### src/rtl/lsu_pkg.sv
// Shared types for the load/store front-end: funct3 mask encoding, store-buffer entry, alignment check.
// Combinational helpers only; no state.
package lsu_pkg;

    typedef enum logic [2:0] {
        MASK_B  = 3'b000,
        MASK_H  = 3'b001,
        MASK_W  = 3'b010,
        MASK_BU = 3'b100,
        MASK_HU = 3'b101
    } mask_e;

    // Stores only use B/H/W, so the low two funct3 bits fully describe the access width.
    typedef struct packed {
        logic [31:0] addr;
        logic [31:0] wdata;
        logic [1:0]  mask;
    } sb_entry_t;

    function automatic logic is_misaligned(input logic [1:0] addr_lo, input logic [2:0] mask);
        logic mis;
        mis = 1'b0;
        case (mask)
            MASK_H, MASK_HU: mis = addr_lo[0];
            MASK_W:          mis = |addr_lo;
            default:         mis = 1'b0;
        endcase
        return mis;
    endfunction

endpackage

### src/rtl/lsu_sb_fifo.sv
// Store-buffer storage: circular FIFO of sb_entry_t plus word-address hit detection over occupied entries.
// Push/pop take effect at posedge; hit/head/empty/full are combinational. Caller must not push when full.
module lsu_sb_fifo
    import lsu_pkg::*;
#(
    parameter int DEPTH = 4
) (
    input  logic        clk,
    input  logic        rst_n,
    input  logic        i_push,
    input  sb_entry_t   i_push_dat,
    input  logic        i_pop,
    output sb_entry_t   o_head_dat,
    input  logic [29:0] i_lookup_word,
    output logic        o_hit,
    output logic        o_empty,
    output logic        o_full
);

    localparam int PTR_W = $clog2(DEPTH);
    localparam int CNT_W = PTR_W + 1;

    sb_entry_t          r_mem [DEPTH];
    logic [PTR_W-1:0]   r_head;
    logic [PTR_W-1:0]   r_tail;
    logic [CNT_W-1:0]   r_count;
    logic [DEPTH-1:0]   w_match;

    // An entry is live when its distance from head (mod DEPTH) is below the occupancy count.
    for (genvar gi = 0; gi < DEPTH; gi++) begin : g_cmp
        logic [PTR_W-1:0] w_off;
        assign w_off       = PTR_W'(gi) - r_head;
        assign w_match[gi] = ({1'b0, w_off} < r_count) && (r_mem[gi].addr[31:2] == i_lookup_word);
    end

    assign o_hit      = |w_match;
    assign o_empty    = (r_count == '0);
    assign o_full     = (r_count == CNT_W'(DEPTH));
    assign o_head_dat = r_mem[r_head];

    always_ff @(posedge clk) begin
        if (i_push) begin
            r_mem[r_tail] <= i_push_dat;
        end
    end

    always_ff @(posedge clk or negedge rst_n) begin
        if (!rst_n) begin
            r_head  <= '0;
            r_tail  <= '0;
            r_count <= '0;
        end else begin
            if (i_push) begin
                r_tail <= r_tail + PTR_W'(1);
            end
            if (i_pop) begin
                r_head <= r_head + PTR_W'(1);
            end
            case ({i_push, i_pop})
                2'b10:   r_count <= r_count + CNT_W'(1);
                2'b01:   r_count <= r_count - CNT_W'(1);
                default: r_count <= r_count;
            endcase
        end
    end

endmodule

### src/rtl/lsu_store_buffer.sv
// MEM-stage load/store front-end: loads go straight to dmem, stores queue and drain one per cycle.
// Loads return in the accept cycle; loads hitting a queued word, full-buffer stores and flush stall req_ready.
module lsu_store_buffer
    import lsu_pkg::*;
#(
    parameter int DEPTH = 4
) (
    input  logic        clk,
    input  logic        rst_n,
    input  logic        req_valid,
    output logic        req_ready,
    input  logic        req_wr,
    input  logic [31:0] req_addr,
    input  logic [31:0] req_wdata,
    input  logic [2:0]  req_mask,
    output logic [31:0] ld_data,
    output logic        misaligned,
    input  logic        flush,
    output logic        sb_empty,
    output logic [31:0] mem_addr,
    output logic [31:0] mem_wdata,
    output logic        mem_wr,
    output logic        mem_rd,
    output logic [2:0]  mem_mask,
    input  logic [31:0] mem_rdata
);

    sb_entry_t w_push_dat;
    sb_entry_t w_head_dat;
    logic      w_hit;
    logic      w_empty;
    logic      w_full;
    logic      w_mis;
    logic      w_hazard;
    logic      w_accept;
    logic      w_ld_issue;
    logic      w_st_push;
    logic      w_drain;
    logic      r_misaligned;

    assign w_mis    = is_misaligned(req_addr[1:0], req_mask);
    assign w_hazard = req_valid && !req_wr && w_hit;

    assign req_ready  = !flush && (req_wr ? !w_full : !w_hazard);
    assign w_accept   = req_valid && req_ready;
    assign w_ld_issue = w_accept && !req_wr && !w_mis;
    assign w_st_push  = w_accept && req_wr && !w_mis;
    // A load owns the single port; the head store waits one cycle behind it.
    assign w_drain    = !w_ld_issue && !w_empty;

    assign w_push_dat = '{addr: req_addr, wdata: req_wdata, mask: req_mask[1:0]};
    assign sb_empty   = w_empty;
    assign misaligned = r_misaligned;

    lsu_sb_fifo #(
        .DEPTH (DEPTH)
    ) u_fifo (
        .clk           (clk),
        .rst_n         (rst_n),
        .i_push        (w_st_push),
        .i_push_dat    (w_push_dat),
        .i_pop         (w_drain),
        .o_head_dat    (w_head_dat),
        .i_lookup_word (req_addr[31:2]),
        .o_hit         (w_hit),
        .o_empty       (w_empty),
        .o_full        (w_full)
    );

    always_comb begin
        mem_addr  = '0;
        mem_wdata = '0;
        mem_wr    = 1'b0;
        mem_rd    = 1'b0;
        mem_mask  = '0;
        ld_data   = '0;
        if (w_ld_issue) begin
            mem_rd   = 1'b1;
            mem_addr = req_addr;
            mem_mask = req_mask;
            ld_data  = mem_rdata;
        end else if (w_drain) begin
            mem_wr    = 1'b1;
            mem_addr  = w_head_dat.addr;
            mem_wdata = w_head_dat.wdata;
            mem_mask  = {1'b0, w_head_dat.mask};
        end
    end

    always_ff @(posedge clk or negedge rst_n) begin
        if (!rst_n) begin
            r_misaligned <= 1'b0;
        end else begin
            r_misaligned <= w_accept && w_mis;
        end
    end

endmodule
### config.mk
export PLATFORM = sky130hd
export DESIGN_NAME = lsu_store_buffer
export DESIGN_NICKNAME = d
export VERILOG_FILES = /design/src/rtl/lsu_pkg.sv /design/src/rtl/lsu_sb_fifo.sv /design/src/rtl/lsu_store_buffer.sv
export SDC_FILE = /design/constraint.sdc
export NUM_CORES = 1
export LEC_CHECK = 0
export ABC_CLOCK_PERIOD_IN_PS = 5800
export CORE_MARGIN = 2
export CORE_UTILIZATION = 43
export CTS_BUF_LIST = sky130_fd_sc_hd__clkbuf_8 sky130_fd_sc_hd__clkbuf_16
export CTS_CLUSTER_SIZE = 12
export DETAILED_ROUTE_END_ITERATION = 10
export GPL_TIMING_DRIVEN = 1
export PLACE_DENSITY = 0.65
export SLEW_MARGIN = 15
export SYNTH_ARGS = -nofsm -noshare
export SYNTH_HDL_FRONTEND = slang
export SYNTH_SLANG_ARGS = --single-unit
### constraint.sdc
create_clock -name clk -period 5.8 [get_ports clk]
set_clock_uncertainty 0.2 [all_clocks]
set_input_delay 1.16 -clock clk [delete_from_list [all_inputs] [get_ports clk]]
set_output_delay 1.16 -clock clk [all_outputs]
set_load 0.01 [all_outputs]
* Word level (Yosys, flattened, before mapping)
Memory sizes are Yosys's and may differ from the RTL's. Index checks and enable logic that the tools add are counted.
Word-level totals: bits in read-only memories 0, output and inout port bits 104, bits in writable memories 264, register bits 8, logic and storage cells 68, bits of input ports 104, memories kept 1, latch bits 0
Cells by class: bitwise gates (word level) 0, shift operators 0, order comparisons 4, mux-type cells 15, reductions and logical operators 26, $mul 0, equal/unequal tests 10, add/sub/neg operators 8, divide/modulo/power cells 0
Memories:
- u_fifo.r_mem | words 4, width 66, rd ports 5, clocked after memory_dff 0, wr ports 1, RTL line lsu_sb_fifo.sv:23 | sb_entry_t r_mem [DEPTH];
Operator list (count):
- 32-bit 2-to-1 mux | 5
- 30-bit equality test | 4
- 1-bit logical AND | 14
- 2-bit by 3-bit < comparator with 1-bit output | 4
- 1-bit logical NOT | 7
- 3-bit equality test (second input constant) | 2
- 1-bit 2-to-1 mux | 6
- 3-bit case mux with 2 select lines | 1
- 2-bit by 1-bit adder with 2-bit output (second input constant) | 2
- 2-bit OR reduction | 2
- 4-bit OR reduction | 1
- 1-bit by 2-bit subtractor with 2-bit output (first input constant) | 2
- 2-bit subtractor (first input constant) | 2
- 3-bit by 1-bit adder with 3-bit output (second input constant) | 1
- 3-bit by 1-bit equality test with 1-bit output (second input constant) | 1
- 3-bit by 2-bit equality test with 1-bit output (second input constant) | 1
- 3-bit logical NOT | 1
- 3-bit 2-to-1 mux | 1
- 3-bit by 1-bit subtractor with 3-bit output (second input constant) | 1
- 2-bit by 1-bit equality test with 1-bit output (second input constant) | 1
- 2-bit equality test (second input constant) | 1
- 2-bit 2-to-1 mux | 1
- 1-bit case mux with 2 select lines | 1
- 2-bit nonzero test | 1

* Logic depth before layout (Yosys ltp)
Gate-level depths: netlist (run 1).
depth after elaboration 15, depth in mapped cells 18, depth with buffers taken out 14

* Modules after synthesis
From an unflattened synthesis (run 1), not the netlist that was laid out.
Second synthesis, totals: cells, all modules 766, area total of the unflattened synthesis 12527.0 µm²
Modules (own cells, without submodules):
- lsu_sb_fifo | times used 1, area an instance 11317.1 µm², seq. area each 8102.8 µm², cells an instance 562
- lsu_store_buffer | times used 1, area an instance 1209.9 µm², seq. area each 25.0 µm², cells an instance 204

* Worst setup path before layout (run 1)
No wires, ideal clock.
path kind register to output, start register u_fifo.r_head[0], end output mem_addr[22], data arrival time 3254 ps, cell stages (with the launch flop) 14, data required time 4440 ps, buffers on the path 5, slack 1186 ps, cells stage by stage dfrtp_1 -> clkbuf_1 -> buf_2 -> buf_1 -> xnor2_1 -> ha_1 -> inv_1 -> o2111ai_1 -> a2111oi_4 -> nor4_4 -> and2_1 -> buf_6 -> buf_6 -> mux2_4
On the way: longest elaborated chain between the ends 15, elaborated cells between the ends (all ways) 25, classes of those cells add/sub (4); order compare (4); mux (3); reduce/logical (13); memory (1)
Ends and longest elaborated chain:
- from (decl) | RTL line lsu_sb_fifo.sv:24 | logic [PTR_W-1:0] r_head;
- from (signal assigned) | RTL line lsu_sb_fifo.sv:57 | r_head <= r_head + PTR_W'(1);
- 1-bit by 2-bit subtractor with 2-bit output or 2-bit subtractor (tied branches) | RTL line lsu_sb_fifo.sv:32 | assign w_off = PTR_W'(gi) - r_head;
- 2-bit by 3-bit < comparator with 1-bit output | RTL line lsu_sb_fifo.sv:33 | assign w_match[gi] = ({1'b0, w_off} < r_count) && (r_mem[gi].addr[31:2] == i_lookup_word);
- 1-bit logical AND | RTL line lsu_sb_fifo.sv:33
- 4-bit OR reduction | RTL line lsu_sb_fifo.sv:36 | assign o_hit = |w_match;
- 1-bit logical AND | RTL line lsu_store_buffer.sv:42 | assign w_hazard = req_valid && !req_wr && w_hit;
- 1-bit logical NOT | RTL line lsu_store_buffer.sv:44 | assign req_ready = !flush && (req_wr ? !w_full : !w_hazard);
- 1-bit 2-to-1 mux | RTL line lsu_store_buffer.sv:44
- 1-bit logical AND | RTL line lsu_store_buffer.sv:44
- 1-bit logical AND | RTL line lsu_store_buffer.sv:45 | assign w_accept = req_valid && req_ready;
- 1-bit logical AND (2 in a row) | RTL line lsu_store_buffer.sv:46 | assign w_ld_issue = w_accept && !req_wr && !w_mis;
- 1-bit logical NOT | RTL line lsu_store_buffer.sv:49 | assign w_drain = !w_ld_issue && !w_empty;
- 1-bit logical AND | RTL line lsu_store_buffer.sv:49
- 32-bit 2-to-1 mux | RTL line lsu_store_buffer.sv:82 | end else if (w_drain) begin
- 32-bit 2-to-1 mux (*) | RTL line lsu_store_buffer.sv:77 | if (w_ld_issue) begin
- to (decl) | RTL line lsu_store_buffer.sv:20 | output logic [31:0] mem_addr,
Every way passes the cells marked *; elsewhere a longest branch is shown, timed or not.

* Final worst setup path (run 1)
start input req_addr[6], end output mem_addr[29]
On the way: longest elaborated chain between the ends 14, elaborated cells between the ends (all ways) 20, classes of those cells eq/ne (4); mux (3); reduce/logical (13)
Ends and longest elaborated chain:
- from (decl) | RTL line lsu_store_buffer.sv:13 | input logic [31:0] req_addr,
- 30-bit equality test | RTL line lsu_sb_fifo.sv:33
- 1-bit logical AND | RTL line lsu_sb_fifo.sv:33
- 4-bit OR reduction (*) | RTL line lsu_sb_fifo.sv:36
- 1-bit logical AND (*) | RTL line lsu_store_buffer.sv:42
- 1-bit logical NOT (*) | RTL line lsu_store_buffer.sv:44
- 1-bit 2-to-1 mux (*) | RTL line lsu_store_buffer.sv:44
- 1-bit logical AND (*) | RTL line lsu_store_buffer.sv:44
- 1-bit logical AND (*) | RTL line lsu_store_buffer.sv:45
- 1-bit logical AND (*) (2 in a row) | RTL line lsu_store_buffer.sv:46
- 1-bit logical NOT | RTL line lsu_store_buffer.sv:49
- 1-bit logical AND | RTL line lsu_store_buffer.sv:49
- 32-bit 2-to-1 mux | RTL line lsu_store_buffer.sv:82
- 32-bit 2-to-1 mux (*) | RTL line lsu_store_buffer.sv:77
Marks and branches as above.

==> flow_summary.yaml, run 1 <==
outcome:
  outcome: "completed"
global_routing:
  overflow: 0
  grt_pass1_vias: 7568
  grt_pass1_wl_microns: 45000
  grt_start_max_net_pins: 48
  grt_usage: 0.192
  antenna_found_initial: 2
worst_setup_path:
  end_kind: "output pin"
  slowest_delay_ns: 0.52
  crit_type: "primary input to output pin"
  cp.required_ns: 4.44
  slowest_stage: "clkdlybuf4s50_1"
  crit_path_max_fanout: 7
  path_cells: "clkdlybuf4s50_1, buf_4, xor2_1, nor4_2, nand4_1, a2111oi_4, nor4_4, and2_2, buf_4, mux2_4, clkdlybuf4s50_1"
  crit_buf_inv: 4
  cp-start-kind: "primary input"
  cp_data_arrival_time_ns: 4.33
  cp_top_family: "buffers and inverters"
final_layout:
  nets: 1100
  stdcell_count: 1393
  post_route_cells_drive_above_1_share: 0.200
  finalInstanceArea_sq_um: 16500
  synthToLayoutAreaGrowth_pct: 28.3
  antennaDiodeCount: 0
cts:
  htree_levels: 1
  cts_tree: "built"
  clock_path_buffers: 3
  cts_setup_buffers: 0
  cts-buffers-inserted: 29
  cts_root_buffer: "clkbuf_16"
  clk_latency_ns: 0.54
  cts_num_sinks: 272
  clk_pin_slew_ns: 0.05
yosys:
  syn_area_sq_um: 12800
  synth_most_common_cell: "edfxtp_1"
  yosys_warnings: 0
  syn_avg_cell_area_sq_um: 16.9
  yosysTopAreaCell: "edfxtp_1"
  synth_flop_cell: "edfxtp_1"
  ys_seq_area_frac: 0.633
  synth_common_cells: "edfxtp_1 (264), xor2_1 (110), mux4_2 (66)"
  async_flop_share: 0.0294
  synthCells: 758
  synth_nets: 872
  synth_cell_types: 34
  ys_top_cells_by_area: "edfxtp_1 (62%), mux4_2 (12%), xor2_1 (7.5%), mux2_4 (3.4%), and2_1 (1.8%)"
  synth-edff-count: 264
  ys_seq_elements: 272
  synth_top_area_frac: 0.617
timing:
  worst_slack_ns: 0.114
  slew_headroom: 0.318
  worst_pin_slew_ns: 1.02
  setup_viol: 0
  rsz0062_at_grt: "false"
  hold_violations: 0
  finalCritPeriodShare: 0.980
  slew_viol_final: 0
  fin_crit_ns: 5.69
  max_freq_mhz: 176
power:
  p_leak_nw: 5.78
  pwr-share-seq: 0.355
  powerDensity_nw_per_um2: 400
  swShare: 0.287
  p_comb_frac: 0.389
  finalPower_mw: 6.59
  p_int_mw: 4.69
  p_sw_mw: 1.89
  clock_power_share: 0.256
  irDropWorstVdd_uv: 307
floorplan:
  core-area_sq_um: 29600
  die_h_microns: 177
  die_area_sq_um: 31300
  io_pins: 208
  die_w_microns: 177
  rows: 63
  initial_utilization: 0.435
detailed_routing:
  drc: 0
  dr.pass1.iters: 5
  drt_iter0_drc: 427
  post_drt_wl_per_cell_microns: 21.9
  ant_nets: 0
  viasPerCell: 5.27
  vias: 7340
  totalWireLength_microns: 30500
worst_hold_path:
  hold_class: "flip-flop to flip-flop"
place:
  gp_congestion: 0.813
  io_buffers: 207
  hpwlAfterDp_microns: 20200
  dp_cells: 1345
  placed_area_sq_um: 15600
  place_ws_ns: -0.0758
flow_run:
  drv_cap: 0
[kinds of logic (layout without fill, tap and decap cells)]
kind of cell / after synthesis / in the layout / share of synthesized area
adder cells (fa/ha/maj): 10 / 10 / 0.0103
XOR/XNOR: 127 / 127 / 0.0866
multiplexers: 100 / 100 / 0.154
buffers and inverters: 78 / 323 / 0.0289
AND/OR/NAND/NOR: 154 / 154 / 0.0741
AO/OA/AOI/OAI: 17 / 17 / 0.0134
flip-flops: 272 / 272 / 0.633
[per-layer routing]
layer  wire length, microns  track usage  up-vias
met5                     13            0        -
met4                    423       0.0372        2
met3                   1720       0.0329       37
met2                  15000        0.317      220
met1                  13400        0.270     3741
li1                       -            -     3340
[through the flow]
step	utilization	TNS, ns	hold WS [ns]
floorplan	-	0	0.293
global placement	0.527	-0.0583	0.332
detailed placement	0.527	-1.11	0.337
CTS	0.556	0	0.349
global route	0.558	0	0.412
finish	0.558	0	0.346
[final timing paths]
check / startpoint / to / slack (ns) / cells after the start
worst max-delay path: req_addr[6] / mem_addr[29] / 0.11 / 11
worst min-delay path: u_fifo.r_count[1]$_DFFE_PN0P_ / u_fifo.r_count[1]$_DFFE_PN0P_ / 0.35 / 2
worst max register to register: u_fifo.r_head[1]$_DFFE_PN0P_ / u_fifo.r_count[2]$_DFFE_PN0P_ / 2.26 / 15
worst min register to register: u_fifo.r_count[1]$_DFFE_PN0P_ / u_fifo.r_count[1]$_DFFE_PN0P_ / 0.35 / 2
max in group asynchronous: rst_n / u_fifo.r_head[0]$_DFFE_PN0P_ / 4.35 / 1
min in group asynchronous: rst_n / u_fifo.r_count[0]$_DFFE_PN0P_ / 0.73 / 1
[layout make-up]
class	count	area (sq um)
sequential	272	8130
clock inverter	19	129
multi-input combinational	408	4400
clock buffer	29	726
timing repair buffer	260	2540
inverter	15	56.3
tap	390	488
fill	2379	13100
[worst reg2reg max path: cells and delay by family (launching register included)]
kind / cells / cell delay (ns)
xor gates and xnor gates: 2 / 0.30
adders and majority gates: 3 / 0.76
and+or+nand+nor: 2 / 0.21
buffers and inverters: 5 / 0.79
DFF: 1 / 0.37
AOI/OAI and AO/OA: 3 / 0.84
[state kept, by name, indices dropped and copies added (netlist names)]
name            cells
u_fifo.r_count      3
u_fifo.r_head       2
misaligned          1
u_fifo.r_mem      264
u_fifo.r_tail       2
[what timing repair did]
item | CTS | global route
gates resized for setup | 2 | 7
pin swaps | 0 | 1
setup endpoints to repair | 38 | 36
hold buffers | 0 | 0
hold endpoints to repair | 0 | 0
[power groups by stage]
stage,combinational (mW),sequential (mW),clock [mW]
3_3_place_gp,2.58,2.38,0
3_5_place_dp,2.59,2.38,0
6_report,2.56,2.34,1.69
5_1_grt,2.76,2.35,1.80
2_1_floorplan,1.53,2.35,0
4_1_cts,2.61,2.34,1.72
[placed cells by master, fill, tap and decap left out, drive strengths merged, types with 2 or more instances in the layout]
cell type	n
edfxtp	264
clkdlybuf4s50	202
xor2	110
mux4	66
buf	53
and2	37
and3	34
nor2b	34
mux2	34
clkbuf	29
nor4	27
inv	21
xnor2	17
clkinv	11
ha	9
dfrtp	8
nand2	5
dlymetal6s2s	5
nor3	5
o2111ai	4
nand3	4
nand4	4
a2111oi	4
o21ai	3
a21oi	3
nor2	2
bufinv	2
Note: power is estimated with default switching activity, not from simulation.
==> run 2, diff against run 1 <==
--- a/config.mk
+++ b/config.mk
@@ -6,7 +6,7 @@
 export NUM_CORES = 1
 export LEC_CHECK = 0
 export ABC_CLOCK_PERIOD_IN_PS = 5800
-export CORE_MARGIN = 2
+export CORE_MARGIN = 4
 export CORE_UTILIZATION = 43
 export CTS_BUF_LIST = sky130_fd_sc_hd__clkbuf_8 sky130_fd_sc_hd__clkbuf_16
 export CTS_CLUSTER_SIZE = 12
==> flow_summary.yaml, run 2 (same netlist as run 1, synthesis figures left out) <==
cts:
  clk_pin_slew_ns: 0.06
  clock_path_buffers: 3
  htree_levels: 1
  cts_setup_buffers: 0
  cts_tree: "built"
  clk_latency_ns: 0.55
  cts-buffers-inserted: 29
  cts_root_buffer: "clkbuf_16"
  cts_num_sinks: 272
worst_setup_path:
  slowest_stage: "clkdlybuf4s50_1"
  cp_data_arrival_time_ns: 4.36
  startpoint: "req_addr[6]"
  r2r-start: "u_fifo.r_head[1]$_DFFE_PN0P_"
  path_cells: "clkdlybuf4s50_1, buf_4, xor2_1, nor4_1, nand3_2, a2111oi_4, nor4_4, and2_2, buf_12, mux2_4, clkdlybuf4s50_1"
  crit_path_max_fanout: 8
  cpMostUsedCell: "clkdlybuf4s50_1"
  crit_type: "primary input to output pin"
  cp_top_family: "buffers and inverters"
  cp-start-kind: "primary input"
  slowest_delay_ns: 0.55
  end_kind: "output pin"
  crit_buf_inv: 4
  cp.required_ns: 4.44
final_layout:
  post_route_cells_drive_above_1_share: 0.203
  final_cell_mix: "edfxtp_1 (264), clkdlybuf4s50_1 (200), xor2_1 (110), mux4_2 (66), buf_4 (46)"
  largest_reg_flops: 264
  finalInstanceArea_sq_um: 16600
  layout_commonest_cell: "edfxtp_1"
  antennaDiodeCount: 0
  synthToLayoutAreaGrowth_pct: 28.9
  nets: 1101
  utilization: 0.560
  largest-register: "u_fifo.r_mem"
  reg_top3: "u_fifo.r_mem x264, u_fifo.r_count x3"
worst_hold_path:
  hold_start: "u_fifo.r_count[1]$_DFFE_PN0P_"
  hold_class: "flip-flop to flip-flop"
timing:
  worst_slack_ns: 0.0751
  max_freq_mhz: 175
  slew_headroom: 0.338
  setup_viol: 0
  slew_viol_final: 0
  hold_violations: 0
  finalCritPeriodShare: 0.987
  fin_crit_ns: 5.72
  worst_pin_slew_ns: 0.987
global_routing:
  grt_start_max_net_pins: 56
  overflow: 0
  grt_pass1_wl_microns: 47200
  grt_pass1_vias: 7656
  antenna_found_initial: 2
  grt_usage: 0.185
floorplan:
  core-area_sq_um: 29600
  die_area_sq_um: 32700
  io_pins: 208
  die_h_microns: 181
  rows: 63
  initial_utilization: 0.435
  die_w_microns: 181
power:
  powerDensity_nw_per_um2: 396
  irDropWorstVdd_uv: 262
  finalPower_mw: 6.56
  p_leak_nw: 5.81
place:
  gp_congestion: 0.847
  io_buffers: 207
  hpwlAfterDp_microns: 20800
  place_ws_ns: -0.259
  placed_area_sq_um: 15600
detailed_routing:
  drt_iter0_drc: 486
  post_drt_wl_per_cell_microns: 22.0
  drc: 0
  ant_nets: 0
  dr.pass1.iters: 5
  totalWireLength_microns: 30700
  viasPerCell: 5.29
  vias: 7381
flow_run:
  drv_cap: 0
outcome:
  outcome: "completed"
[run 2: final timing paths]
path,endpoint,slack (ns),depth (start not counted)
worst max-delay path,mem_addr[9],0.08,11
worst max register to register,u_fifo.r_count[2]$_DFFE_PN0P_,2.15,15
min in group asynchronous,misaligned$_DFF_PN0_,0.72,1
max in group asynchronous,u_fifo.r_head[0]$_DFFE_PN0P_,4.33,1
worst min register to register,u_fifo.r_count[1]$_DFFE_PN0P_,0.35,2
worst min-delay path,u_fifo.r_count[1]$_DFFE_PN0P_,0.35,2
[run 2: metal layers]
layer | global-route usage | routed length (microns)
met1 | 0.264 | 13200
met2 | 0.300 | 15000
met3 | 0.0348 | 1820
met4 | 0.0360 | 600
met5 | 0 | 33
[run 2: report_power, final]
group / switching (mW) / internal [mW]
sequential: 0.116 / 2.27
combinational: 1.06 / 1.44
clock: 0.735 / 0.945
total: 1.91 / 4.66
[run 2: stage by stage]
stage               hold WS [ns]  instances  setup TNS (ns)
floorplan                  0.293        758               0
global placement           0.337       1346          -11.48
detailed placement         0.343       1346          -15.57
CTS                        0.357       1395               0
global route               0.387       1395         -0.0188
finish                     0.351       1395               0
[run 2: repair_timing]
item                                    in CTS  in global routing
endpoints found under the setup margin      68                 65
pin swaps                                    0                  3
resized for setup                            4                 12
hold buffers                                 0                  0
endpoints found under the hold margin        0                  0
cloned                                       0                  0
[run 2: final cells by class]
cell class | count | area [sq um]
clock buffer | 29 | 726
clock inverter | 20 | 125
fill | 2348 | 13000
inverter | 15 | 56.3
multi-input combinational | 408 | 4430
sequential | 272 | 8130
tap | 390 | 488
timing repair buffer | 261 | 2590
[run 2: worst reg2reg max path, cell delays in order (launching register included)]
cell and delay, ns:
dfrtp_2 0.76, xnor2_1 0.22, inv_1 0.07, ha_1 0.17
inv_1 0.05, o2111ai_1 0.12, a2111oi_2 0.48, nor4_4 0.12
a21oi_4 0.23, buf_4 0.16, ha_1 0.17, inv_1 0.06
fa_1 0.37, xor2_1 0.15, nor2_1 0.11, xor2_1 0.14
==> run 3, diff against run 2 <==
--- a/config.mk
+++ b/config.mk
@@ -13,6 +13,7 @@
 export DETAILED_ROUTE_END_ITERATION = 10
 export GPL_TIMING_DRIVEN = 1
 export PLACE_DENSITY = 0.65
+export REMOVE_ABC_BUFFERS = 1
 export SLEW_MARGIN = 15
 export SYNTH_ARGS = -nofsm -noshare
 export SYNTH_HDL_FRONTEND = slang
==> flow_summary.yaml, run 3 (same netlist as run 1, synthesis figures left out) <==
final_layout:
  post_route_cells_drive_above_1_share: 0.198
  largest_reg_flops: 264
  synthToLayoutAreaGrowth_pct: 27.6
  utilization: 0.554
  multiInputGateArea_sq_um: 4450
  nets: 1096
  layout_commonest_cell: "edfxtp_1"
  reg_top3: "u_fifo.r_mem x264, u_fifo.r_count x3"
  largest-register: "u_fifo.r_mem"
  finalInstanceArea_sq_um: 16400
  antennaDiodeCount: 0
  fill_cells: 2384
  final_cell_mix: "edfxtp_1 (264), clkdlybuf4s50_1 (204), xor2_1 (110), mux4_2 (66), buf_4 (47)"
  regArea_sq_um: 8140
place:
  hpwlAfterDp_microns: 22000
  gp_congestion: 1.10
  place_ws_ns: -0.0344
  placed_area_sq_um: 15600
  io_buffers: 207
cts:
  cts_num_sinks: 272
  clk_latency_ns: 0.54
  clock_path_buffers: 3
  cts_setup_buffers: 0
  htree_levels: 1
  cts-buffers-inserted: 27
  cts_root_buffer: "clkbuf_16"
  clk_pin_slew_ns: 0.06
  cts_tree: "built"
worst_hold_path:
  hold_start: "u_fifo.r_count[1]$_DFFE_PN0P_"
  hold_class: "flip-flop to flip-flop"
power:
  irDropWorstVdd_uv: 303
  p_sw_mw: 1.88
  p_int_mw: 4.55
  p_leak_nw: 5.72
  p_comb_frac: 0.385
  swShare: 0.292
  powerDensity_nw_per_um2: 392
  clock_power_share: 0.237
  pwr-share-seq: 0.378
  finalPower_mw: 6.42
timing:
  finalCritPeriodShare: 0.987
  worst_slack_ns: 0.0778
  rsz0062_at_grt: "false"
  hold_violations: 0
  slew_headroom: 0.444
  setup_viol: 0
  tns_ns: 0
  slew_viol_final: 0
  fin_crit_ns: 5.72
  max_freq_mhz: 175
  worst_pin_slew_ns: 0.830
floorplan:
  die_h_microns: 181
  core-area_sq_um: 29600
  die_area_sq_um: 32700
  rows: 63
  die_w_microns: 181
  initial_utilization: 0.435
  io_pins: 208
global_routing:
  overflow: 0
  antenna_found_initial: 0
  grt_pass1_vias: 7651
  grt_start_max_net_pins: 44
  grt_usage: 0.189
  grt_pass1_wl_microns: 47500
detailed_routing:
  totalWireLength_microns: 31800
  ant_nets: 0
  wl_met1_microns: 13600
  vias: 7276
  drt_iter0_drc: 473
  wl_met3_microns: 1920
  post_drt_wl_per_cell_microns: 22.9
  dr.max_layer_used: "met4"
  dr.pass1.iters: 4
  wl_met2_microns: 15300
  drc: 0
  viasPerCell: 5.26
worst_setup_path:
  crit_type: "primary input to output pin"
  r2r-start: "u_fifo.r_head[0]$_DFFE_PN0P_"
  startpoint: "req_addr[27]"
  endpoint: "mem_addr[9]"
  cp_data_arrival_time_ns: 4.36
  cp-start-kind: "primary input"
  crit_path_max_fanout: 10
  end_kind: "output pin"
  cp.required_ns: 4.44
  timing.rr.end: "u_fifo.r_count[2]$_DFFE_PN0P_"
  ff2ff_path_depth: 14
  reg2reg_slack_ns: 1.91
flow_run:
  drv_cap: 0
outcome:
  outcome: "completed"
==> run 3: changes by cell type in the layout (fill, tap and decap cells not counted), sizes merged <==
| cell | before | now |
|---|---|---|
| buf | 54 | 51 |
| clkbuf | 29 | 27 |
| clkdlybuf4s50 | 200 | 204 |
| clkinv | 10 | 2 |
| dlymetal6s2s | 7 | 3 |
| bufinv | 1 | 0 |
| inv | 24 | 27 |
==> run 3: layout make-up <==
class,count,area share
timing repair buffer,258,0.153
multi-input combinational,408,0.272
clock buffer,27,0.0412
sequential,272,0.496
clock inverter,14,0.00428
tap,390,0.0298
inverter,15,0.00344
==> run 3: power by group through the flow <==
stage	combinational, mW	sequential, mW	clock (mW)
after floorplan	1.36	2.52	0
after global placement	2.50	2.47	0
after detailed placement	2.50	2.47	0
after CTS	2.52	2.43	1.56
after global routing	2.67	2.45	1.65
final	2.47	2.43	1.52
==> run 3: how the worst min path moves through the flow <==
stage          slack [ns]                       endpoint  cells after the start
2_1_floorplan        0.29  u_fifo.r_count[1]$_DFFE_PN0P_                      2
3_3_place_gp         0.33  u_fifo.r_count[1]$_DFFE_PN0P_                      2
3_5_place_dp         0.33  u_fifo.r_count[1]$_DFFE_PN0P_                      2
4_1_cts              0.34  u_fifo.r_count[1]$_DFFE_PN0P_                      2
5_1_grt              0.42  u_fifo.r_count[1]$_DFFE_PN0P_                      2
6_report             0.35  u_fifo.r_count[1]$_DFFE_PN0P_                      2
==> run 3: what timing repair did <==
item / 4_1_cts / 5_1_grt
endpoints found under the setup margin: 19 / 67
hold buffers: 0 / 0
hold endpoints to repair: 0 / 0
gates resized for setup: 2 / 10
pin swaps: 0 / 2
==> run 3: stage by stage <==
step                      hold slack (ns)  std cells
after floorplan                     0.293        695
after global placement              0.335       1343
after detailed placement            0.330       1343
after CTS                           0.344       1384
after global routing                0.424       1384
final                               0.346       1384
==> run 3: worst max-delay path, cell delays in order <==
cell and delay, ns:
clkdlybuf4s50_1 0.59, xor2_1 0.27, nor4_1 0.30, nand4_1 0.23, a2111oi_4 0.46, nor4_4 0.06, and2_2 0.24, buf_4 0.22
mux2_4 0.31, clkdlybuf4s50_1 0.51
==> run 3: per-layer routing <==
layer / global-route usage / vias up
met5: 0 / -
met4: 0.0517 / 0
met3: 0.0385 / 42
met2: 0.318 / 259
met1: 0.253 / 3650
li1: - / 3325
